===== src/rtl/tree_sum_accumulator.sv =====
// Frame accumulator for adder-tree root sums: sums a valid/ready stream of beats
// per frame and hands the total, beat count and sticky overflow flag downstream.
module tree_sum_accumulator #(
  parameter int IN_W  = 16,
  parameter int ACC_W = 32,
  parameter int CNT_W = 16
) (
  input  logic             clk_i,
  input  logic             rst_i,
  input  logic             clear_i,
  input  logic             in_valid_i,
  output logic             in_ready_o,
  input  logic [IN_W-1:0]  in_data_i,
  input  logic             in_last_i,
  output logic             out_valid_o,
  input  logic             out_ready_i,
  output logic [ACC_W-1:0] out_data_o,
  output logic [CNT_W-1:0] out_count_o,
  output logic             out_ovf_o
);

  typedef enum logic {S_ACC, S_HOLD} state_t;
  state_t state, state_nxt;

  logic [ACC_W-1:0] acc, base, beat, sum;
  logic [CNT_W-1:0] cnt, cnt_nxt;
  logic             ovf, ovf_nxt, beat_ovf, first, in_fire, out_fire;

  assign in_fire  = in_valid_i & in_ready_o;
  assign out_fire = out_valid_o & out_ready_i;

  // Working registers are zeroed at every frame boundary, so a zero count marks the first beat.
  assign first    = (cnt == '0);
  assign beat     = ACC_W'($signed(in_data_i));
  assign base     = first ? '0 : acc;
  assign sum      = base + beat;
  assign beat_ovf = (base[ACC_W-1] == beat[ACC_W-1]) & (sum[ACC_W-1] != base[ACC_W-1]);
  assign ovf_nxt  = (~first & ovf) | beat_ovf;
  assign cnt_nxt  = first ? CNT_W'(1) : ((&cnt) ? cnt : cnt + CNT_W'(1));

  always_ff @(posedge clk_i or posedge rst_i) begin
    if (rst_i) state <= S_ACC;
    else       state <= state_nxt;
  end

  always_comb begin
    state_nxt = state;
    case (state)
      S_ACC:  if (in_fire && in_last_i) state_nxt = S_HOLD;
      S_HOLD: if (out_fire) state_nxt = (in_fire && in_last_i) ? S_HOLD : S_ACC;
      default: state_nxt = S_ACC;
    endcase
    if (clear_i) state_nxt = S_ACC;
  end

  // Ready passes through out_ready_i in HOLD so frames can run back to back.
  always_comb begin
    out_valid_o = (state == S_HOLD);
    in_ready_o  = ~clear_i & ((state == S_ACC) | out_ready_i);
  end

  always_ff @(posedge clk_i or posedge rst_i) begin
    if (rst_i) begin
      acc         <= '0;
      cnt         <= '0;
      ovf         <= 1'b0;
      out_data_o  <= '0;
      out_count_o <= '0;
      out_ovf_o   <= 1'b0;
    end else if (clear_i) begin
      acc         <= '0;
      cnt         <= '0;
      ovf         <= 1'b0;
      out_data_o  <= '0;
      out_count_o <= '0;
      out_ovf_o   <= 1'b0;
    end else if (in_fire) begin
      if (in_last_i) begin
        out_data_o  <= sum;
        out_count_o <= cnt_nxt;
        out_ovf_o   <= ovf_nxt;
        acc         <= '0;
        cnt         <= '0;
        ovf         <= 1'b0;
      end else begin
        acc <= sum;
        cnt <= cnt_nxt;
        ovf <= ovf_nxt;
      end
    end
  end

endmodule

===== config.mk =====
export PLATFORM = sky130hd
export DESIGN_NAME = tree_sum_accumulator
export DESIGN_NICKNAME = d
export VERILOG_FILES = /design/src/rtl/tree_sum_accumulator.sv
export SDC_FILE = /design/constraint.sdc
export NUM_CORES = 1
export LEC_CHECK = 0
export CORE_MARGIN = 10
export CORE_UTILIZATION = 53
export CTS_BUF_LIST = sky130_fd_sc_hd__clkbuf_8
export CTS_CLUSTER_SIZE = 16
export DETAILED_ROUTE_END_ITERATION = 8
export GPL_TIMING_DRIVEN = 0
export PLACE_DENSITY = 0.83
export SLEW_MARGIN = 20
export SYNTH_ARGS = -nofsm -noshare
export SYNTH_HDL_FRONTEND = slang
export SYNTH_SLANG_ARGS = --single-unit

===== constraint.sdc =====
create_clock -name clk_i -period 3.95 [get_ports clk_i]
set_input_delay 1.185 -clock clk_i [delete_from_list [all_inputs] [get_ports clk_i]]
set_output_delay 1.185 -clock clk_i [all_outputs]
set_load 0.005 [all_outputs]

==> results of run 1 <==
-- cell usage after synthesis (6+ instances only) --
| library cell | number | area, sq um |
|---|---|---|
| a211oi_1 | 8 | 60.1 |
| nand3_1 | 19 | 95.1 |
| inv_1 | 12 | 45.0 |
| o21bai_1 | 6 | 45.0 |
| xor2_1 | 14 | 123 |
| dfrtp_1 | 99 | 2480 |
| nand2_1 | 106 | 398 |
| a22o_1 | 24 | 210 |
| xnor2_1 | 23 | 201 |
| nor2_1 | 37 | 139 |
| a21o_1 | 16 | 120 |
| and3_1 | 15 | 93.8 |
| o21ai_1 | 13 | 65.1 |
| o31ai_1 | 12 | 90.1 |
| and2_1 | 34 | 213 |
| ha_1 | 33 | 413 |
| clkbuf_1 | 32 | 120 |
| a31oi_1 | 6 | 37.5 |
| nor3_1 | 11 | 55.1 |
| o21ai_0 | 45 | 225 |
| a21oi_1 | 55 | 275 |
| nor4_1 | 6 | 37.5 |
| nand4_1 | 11 | 68.8 |
-- worst max path at each step --
stage | from | to | cells after the start
2_1_floorplan | rst_i | acc[0] | 1
3_3_place_gp | rst_i | out_data_o[25] | 2
3_5_place_dp | in_data_i[15] | out_data_o[31] | 11
4_1_cts | cnt[0] | acc[24] | 16
5_1_grt | cnt[1] | acc[25] | 16
6_report | clear_i | in_ready_o | 4
-- sequential cells by signal (all words and copies together), names as in the netlist --
name,flops
out_ovf_o,1
out_data_o,32
acc,32
cnt,16
ovf,1
out_count_o,16
out_valid_o,1
-- metal layers --
metal / up-vias / global-route usage / wire length [um]
met5: - / 0 / 0
met3: 40 / 0.0526 / 1470
met4: 0 / 0.0897 / 477
met1: 2901 / 0.299 / 8210
li1: 2753 / - / -
met2: 307 / 0.370 / 9430
-- kinds of logic after synthesis --
logic type | count (synthesis)
DFF | 99
AOI/OAI and AO/OA | 218
buffers and inverters | 48
xor gates and xnor gates | 38
adders and majority gates | 34
muxes | 8
and+or+nand+nor | 264
-- area by class of cell --
type | count | share of cell area
Buffer | 35 | 0.0202
Inverter | 12 | 0.00647
Timing Repair Buffer | 81 | 0.104
Clock inverter | 7 | 0.0102
Clock buffer | 9 | 0.0160
Multi-Input combinational cell | 562 | 0.500
Tap cell | 143 | 0.0231
Sequential cell | 99 | 0.320
-- through the flow --
stage,hold WS [ns],power [W],setup WS [ns],instances
finish,0.483,0.00229,0.0447,948
global route,0.503,0.00238,-0.0106,948
CTS,0.483,0.00224,0.0356,944
detailed placement,0.458,0.00156,-0.661,925
global placement,0.443,0.00155,-1.28,924
floorplan,0.430,0.00139,0.175,709
-- layout by cell type (no fill, tap or decap), types with 6 or more instances in the layout --
cell	synthesis	final
a21oi_2	1	7
o21bai_1	6	6
o21ai_0	45	45
nor3_1	11	9
nand4_1	11	11
o31ai_1	12	11
clkbuf_1	32	27
dfrtp_1	99	99
and3_1	15	14
inv_1	12	11
a21oi_1	55	48
clkdlybuf4s50_1	0	71
and2_1	34	32
a22o_1	24	24
buf_4	0	8
o21ai_1	13	11
nor4_1	6	6
nor2_1	37	36
nand2_1	106	105
ha_4	0	9
xnor2_1	23	22
ha_1	33	18
nand3_1	19	19
clkbuf_8	0	9
a21o_1	16	16
ha_2	0	6
xor2_1	14	14
a211oi_1	8	6
-- critical path, delay by kind of cell --
kind,cells,cell delay (ns)
AND/OR/NAND/NOR,1,0.28
buffers and inverters,3,1.27
-- repair_timing --
| action | 4_1_cts | 5_1_grt |
|---|---|---|
| setup endpoints to repair | 50 | 25 |
| gates resized for setup | 14 | 51 |
| buffers inserted | 3 | 5 |
| pin swaps | 3 | 11 |
-- where the power goes --
| group | switching (W) | internal (W) |
|---|---|---|
| clock network | 0.000427 | 0.000251 |
| logic | 0.000309 | 0.000218 |
| registers | 0.0000264 | 0.00106 |
==> results.py, run 1 <==
metrics = {
    "cells_and_area": {
        "multiInputGateArea_sq_um": 3870,
        "regArea_sq_um": 2480,
        "n_fill_cell": 905,
        "area.growth.synth_to_final_pct": 23.7,
        "drive_gt1_frac": 0.116,
        "antenna_cells": 0,
        "final_area_sq_um": 7740,
        "fin_nets": 856,
        "final_util": 0.675,
    },
    "grt": {
        "grt-ovfl-total": 0,
        "grt_max_degree": 76,
        "global_route.usage.total": 0.232,
        "grt_pass1_wl_mm": 30.9,
        "grt_pass1_vias": 5869,
        "antenna_found_initial": 0,
    },
    "pwr": {
        "total_leakage_power_nw": 3.37,
        "p_per_area_nw_per_um2": 296,
        "ir_drop_mv": 0.288,
    },
    "worst_setup_path": {
        "arrival_ns": 2.72,
        "r2r-start": "cnt[0]",
        "cp_data_required_time_ns": 2.76,
        "critPathMaxStageDelay_ns": 0.56,
        "start_kind": "primary input",
        "path_common_cell": "clkdlybuf4s50_1",
        "endpoint_kind": "output pin",
        "slowest_stage": "clkdlybuf4s50_1",
        "cp_max_fo": 7,
        "path_class": "in -> out",
        "rrSetupSlack_ns": 0.14,
        "reg2regPathDepth": 17,
        "rr_endpoint": "out_data_o[29]",
        "crit_chain": "clkdlybuf4s50_1, inv_1, and2_1, clkdlybuf4s50_1",
    },
    "route": {
        "ant_nets": 0,
        "vias": 6001,
        "routed_wl_mm": 19.6,
        "dr.first_iter.drc_count": 732,
        "wl_per_cell_um": 20.7,
        "firstDrtPassIters": 5,
        "vias_per_cell": 6.33,
        "drc_errors": 0,
    },
    "yosys": {
        "yosysSeqAreaShare": 0.396,
        "synth_cell_types": 64,
        "synth-seq-cells": 99,
        "yosysWarningCount": 0,
        "synth_edf_count": 0,
        "synth_top_family_by_area": "compound AO/OA/AOI/OAI gates",
        "synth.area.mux_share": 0.0134,
        "netlist_instances": 709,
        "avgSynthCellArea_sq_um": 8.83,
        "synth_fa_ha_area_frac": 0.0692,
        "syn-num-nets": 765,
        "synth-xor-area-share": 0.0554,
        "synthArstFlopShare": 1.00,
        "yosys.area_share.simple": 0.206,
        "netlist_area_sq_um": 6260,
        "ys.flop_type": "dfrtp_1",
        "synth_compound_area_frac": 0.230,
    },
    "job": {
        "maxCapViolCount": 0,
    },
    "sta": {
        "min_period_ns": 3.91,
        "max_freq_mhz": 256,
        "slew_violations": 0,
        "setup_violations": 0,
        "worst_pin_slew_ns": 1.09,
        "maxSlewHeadroom": 0.272,
        "fin_crit_sh": 0.989,
        "tns_ns": 0,
        "hold_violations": 0,
        "fin_skew_ns": 0.0183,
    },
    "placed_design": {
        "gp_congestion": 0.984,
        "dpl_cell_area_sq_um": 7190,
        "io_buffers": 72,
        "dp_hpwl_mm": 13.8,
    },
    "clock_network": {
        "cts_buffers": 9,
        "cts_buffer_depth": 2,
        "path_clk_slew_ns": 0.11,
        "cts_tree": "done",
        "cts_root_buf": "clkbuf_8",
        "h-tree-depth": 3,
        "clk_latency_ns": 0.40,
        "clock-sinks": 99,
        "cts_hold_buf": 0,
    },
    "floorplan": {
        "dieArea_sq_um": 16600,
        "row_count": 39,
        "die_y_um": 129,
        "fp.coreArea_sq_um": 11500,
        "io_pins": 73,
        "initial_utilization": 0.546,
        "fp.dieW_um": 129,
    },
    "min_path": {
        "hold_end": "acc[29]",
        "min_from": "acc[29]",
        "min_path_type": "reg -> reg",
        "hold_depth": 2,
    },
    "run_status": {
        "status": "completed",
    },
}
No activity file was read; power rests on OpenSTA's default activity.
==> inputs of run 2 (changes only) <==
--- a/config.mk
+++ b/config.mk
@@ -9,4 +9,5 @@
 export CORE_UTILIZATION = 53
 export CTS_BUF_LIST = sky130_fd_sc_hd__clkbuf_8
+export CTS_CLUSTER_DIAMETER = 80
 export CTS_CLUSTER_SIZE = 16
 export DETAILED_ROUTE_END_ITERATION = 8
==> constraint.sdc (replaced) <==
create_clock -name clk_i -period 3.95 [get_ports clk_i]
set_input_delay 0.79 -clock clk_i [delete_from_list [all_inputs] [get_ports clk_i]]
set_output_delay 0.79 -clock clk_i [all_outputs]
set_load 0.005 [all_outputs]
==> run 2 against run 1 <==
Clock-buffer cell count did not move. Setup slack improved by 0.12 ns. Non-clock buffer count unchanged. Routed wire length down 0.13%. Total power hardly changed. Critical path depth grew 13. Utilization rose by 0.065 points. Register-to-register slack improved by 0.02 ns. First-iteration DRC count is 1.4% higher. Die area is the same. Sequential share of layout area about the same. Via count down 0.37%. Largest cell class unchanged. Largest power group unchanged.
==> results.py, run 2 (synthesized netlist as in run 1, its figures left out) <==
metrics = {
    "clock_network": {
        "cts_root_buf": "clkbuf_8",
        "cts_buffer_depth": 2,
        "cts_buffers": 9,
        "clock-sinks": 99,
        "cts_tree": "done",
        "cts_hold_buf": 0,
        "path_clk_slew_ns": 0.11,
        "clk_latency_ns": 0.40,
        "h-tree-depth": 3,
    },
    "cells_and_area": {
        "fin_nets": 856,
        "final_common_cell": "nand2_1",
        "area.growth.synth_to_final_pct": 23.8,
        "drive_gt1_frac": 0.114,
        "antenna_cells": 0,
        "largest_registers": "acc (32), out_data_o (32)",
        "final_cell_mix": "105 x nand2_1, 99 x dfrtp_1, 71 x clkdlybuf4s50_1, 48 x a21oi_1, 45 x o21ai_0",
        "n_fill_cell": 904,
    },
    "grt": {
        "grt_pass1_wl_mm": 30.9,
        "global_route.usage.total": 0.232,
        "use_met2": 0.370,
        "grt_pass1_vias": 5869,
        "grt_max_degree": 76,
        "antenna_found_initial": 0,
        "top_usage_layer": "met2",
        "grt-ovfl-total": 0,
        "grt.met1_usage": 0.299,
        "met3_usage": 0.0526,
    },
    "sta": {
        "fin_crit_sh": 0.959,
        "worst_pin_slew_ns": 1.24,
        "hold_ws_ns": 0.483,
        "tns_ns": 0,
        "setup_violations": 0,
        "min_period_ns": 3.79,
        "maxSlewHeadroom": 0.172,
        "fin_skew_ns": 0.0195,
        "slew_violations": 0,
        "hold_violations": 0,
        "max_freq_mhz": 264,
    },
    "route": {
        "wl_per_cell_um": 20.6,
        "vias_per_cell": 6.31,
        "drc_errors": 0,
        "firstDrtPassIters": 6,
        "routed_wl_mm": 19.6,
        "dr.first_iter.drc_count": 742,
        "vias": 5979,
        "ant_nets": 0,
    },
    "pwr": {
        "total_leakage_power_nw": 3.37,
        "ir_drop_mv": 0.288,
        "power_w": 0.00229,
        "p_per_area_nw_per_um2": 295,
    },
    "worst_setup_path": {
        "endpoint_kind": "register",
        "arrival_ns": 4.08,
        "start_kind": "register",
        "crit_family": "compound AO/OA/AOI/OAI gates",
        "critPathMaxStageDelay_ns": 0.42,
        "cp_data_required_time_ns": 4.24,
        "slowest_stage": "dfrtp_1",
        "cp_max_fo": 10,
        "crit_chain": "inv_1, ha_1, nor4b_4, nand4_1, buf_8, clkbuf_4, and2_4, ha_1, a211oi_1, o211ai_2, nand4_2, a211o_1, a2111oi_4, buf_4, nor3_1, a21oi_1, nand2_1",
        "cp_num_buf_inv": 4,
        "path_class": "reg -> reg",
        "path_common_cell": "ha_1",
    },
    "min_path": {
        "min_path_type": "reg -> reg",
    },
    "placed_design": {
        "io_buffers": 72,
        "gp_congestion": 0.984,
        "dp_hpwl_mm": 13.8,
    },
    "floorplan": {
        "io_pins": 73,
        "fp.coreArea_sq_um": 11500,
        "dieArea_sq_um": 16600,
        "row_count": 39,
        "fp.dieW_um": 129,
        "die_y_um": 129,
        "initial_utilization": 0.546,
    },
    "run_status": {
        "status": "completed",
    },
    "job": {
        "maxCapViolCount": 0,
    },
}
run 2: changes by cell type in the layout (fill, tap and decap cells not counted):
cell	before	now
dlymetal6s2s_1	0	1
clkbuf_2	3	2
run 2: final timing paths:
check | endpoint | slack, ns | from | cells after the start
max | out_data_o[29] | 0.16 | cnt[0] | 17
min | acc[29] | 0.48 | acc[29] | 2
max reg2reg | out_data_o[29] | 0.16 | cnt[0] | 17
min reg2reg | acc[29] | 0.48 | acc[29] | 2
max in group asynchronous | acc[26] | 2.59 | rst_i | 3
min in group asynchronous | out_data_o[6] | 0.70 | rst_i | 2
run 2: what timing repair did:
action / 4_1_cts / 5_1_grt
setup buffers: 3 / 5
hold endpoints to repair: 0 / 0
gates resized for setup: 13 / 50
setup endpoints to repair: 50 / 25
pin swaps: 3 / 11
run 2: layer usage:
metal	vias to the layer above	wire, um
met1	2919	8160
met4	0	524
met5	-	0
met2	269	9450
li1	2749	-
met3	42	1430
run 2: area by class of cell:
cell class                      instances  area (sq um)  area share
Tap cell                              143           179      0.0231
Timing Repair Buffer                   81           811       0.105
Clock inverter                          7          78.8      0.0102
Clock buffer                            9           124      0.0160
Multi-Input combinational cell        562          3870       0.500
Buffer                                 35           156      0.0202
Sequential cell                        99          2480       0.320
Inverter                               12          50.0     0.00646
run 2: power by group:
part           total, W  switching (W)  internal (W)
clock network  0.000677       0.000426      0.000251
registers       0.00108      0.0000263       0.00106
logic          0.000528       0.000309      0.000219
total           0.00229       0.000761       0.00153
run 2: worst reg2reg max path, cell delays in order (launching register included):
cell and delay [ns]:
dfrtp_1 0.42, inv_1 0.11, ha_1 0.16, nor4b_4 0.19, nand4_1 0.22, buf_8 0.21, clkbuf_4 0.18, and2_4 0.18
ha_1 0.29, a211oi_1 0.11, o211ai_2 0.26, nand4_2 0.17, a211o_1 0.39, a2111oi_4 0.37, buf_4 0.18, nor3_1 0.05
a21oi_1 0.12, nand2_1 0.08
run 2: metrics by stage:
step           utilization  cells  area, sq um  worst slack (ns)
2_1_floorplan            -    709         6260             0.347
3_3_place_gp         0.624    924         7160            -0.888
3_5_place_dp         0.627    925         7190            -0.567
4_1_cts              0.652    944         7470            0.0356
5_1_grt              0.676    948         7750           -0.0106
6_report             0.676    948         7750             0.161
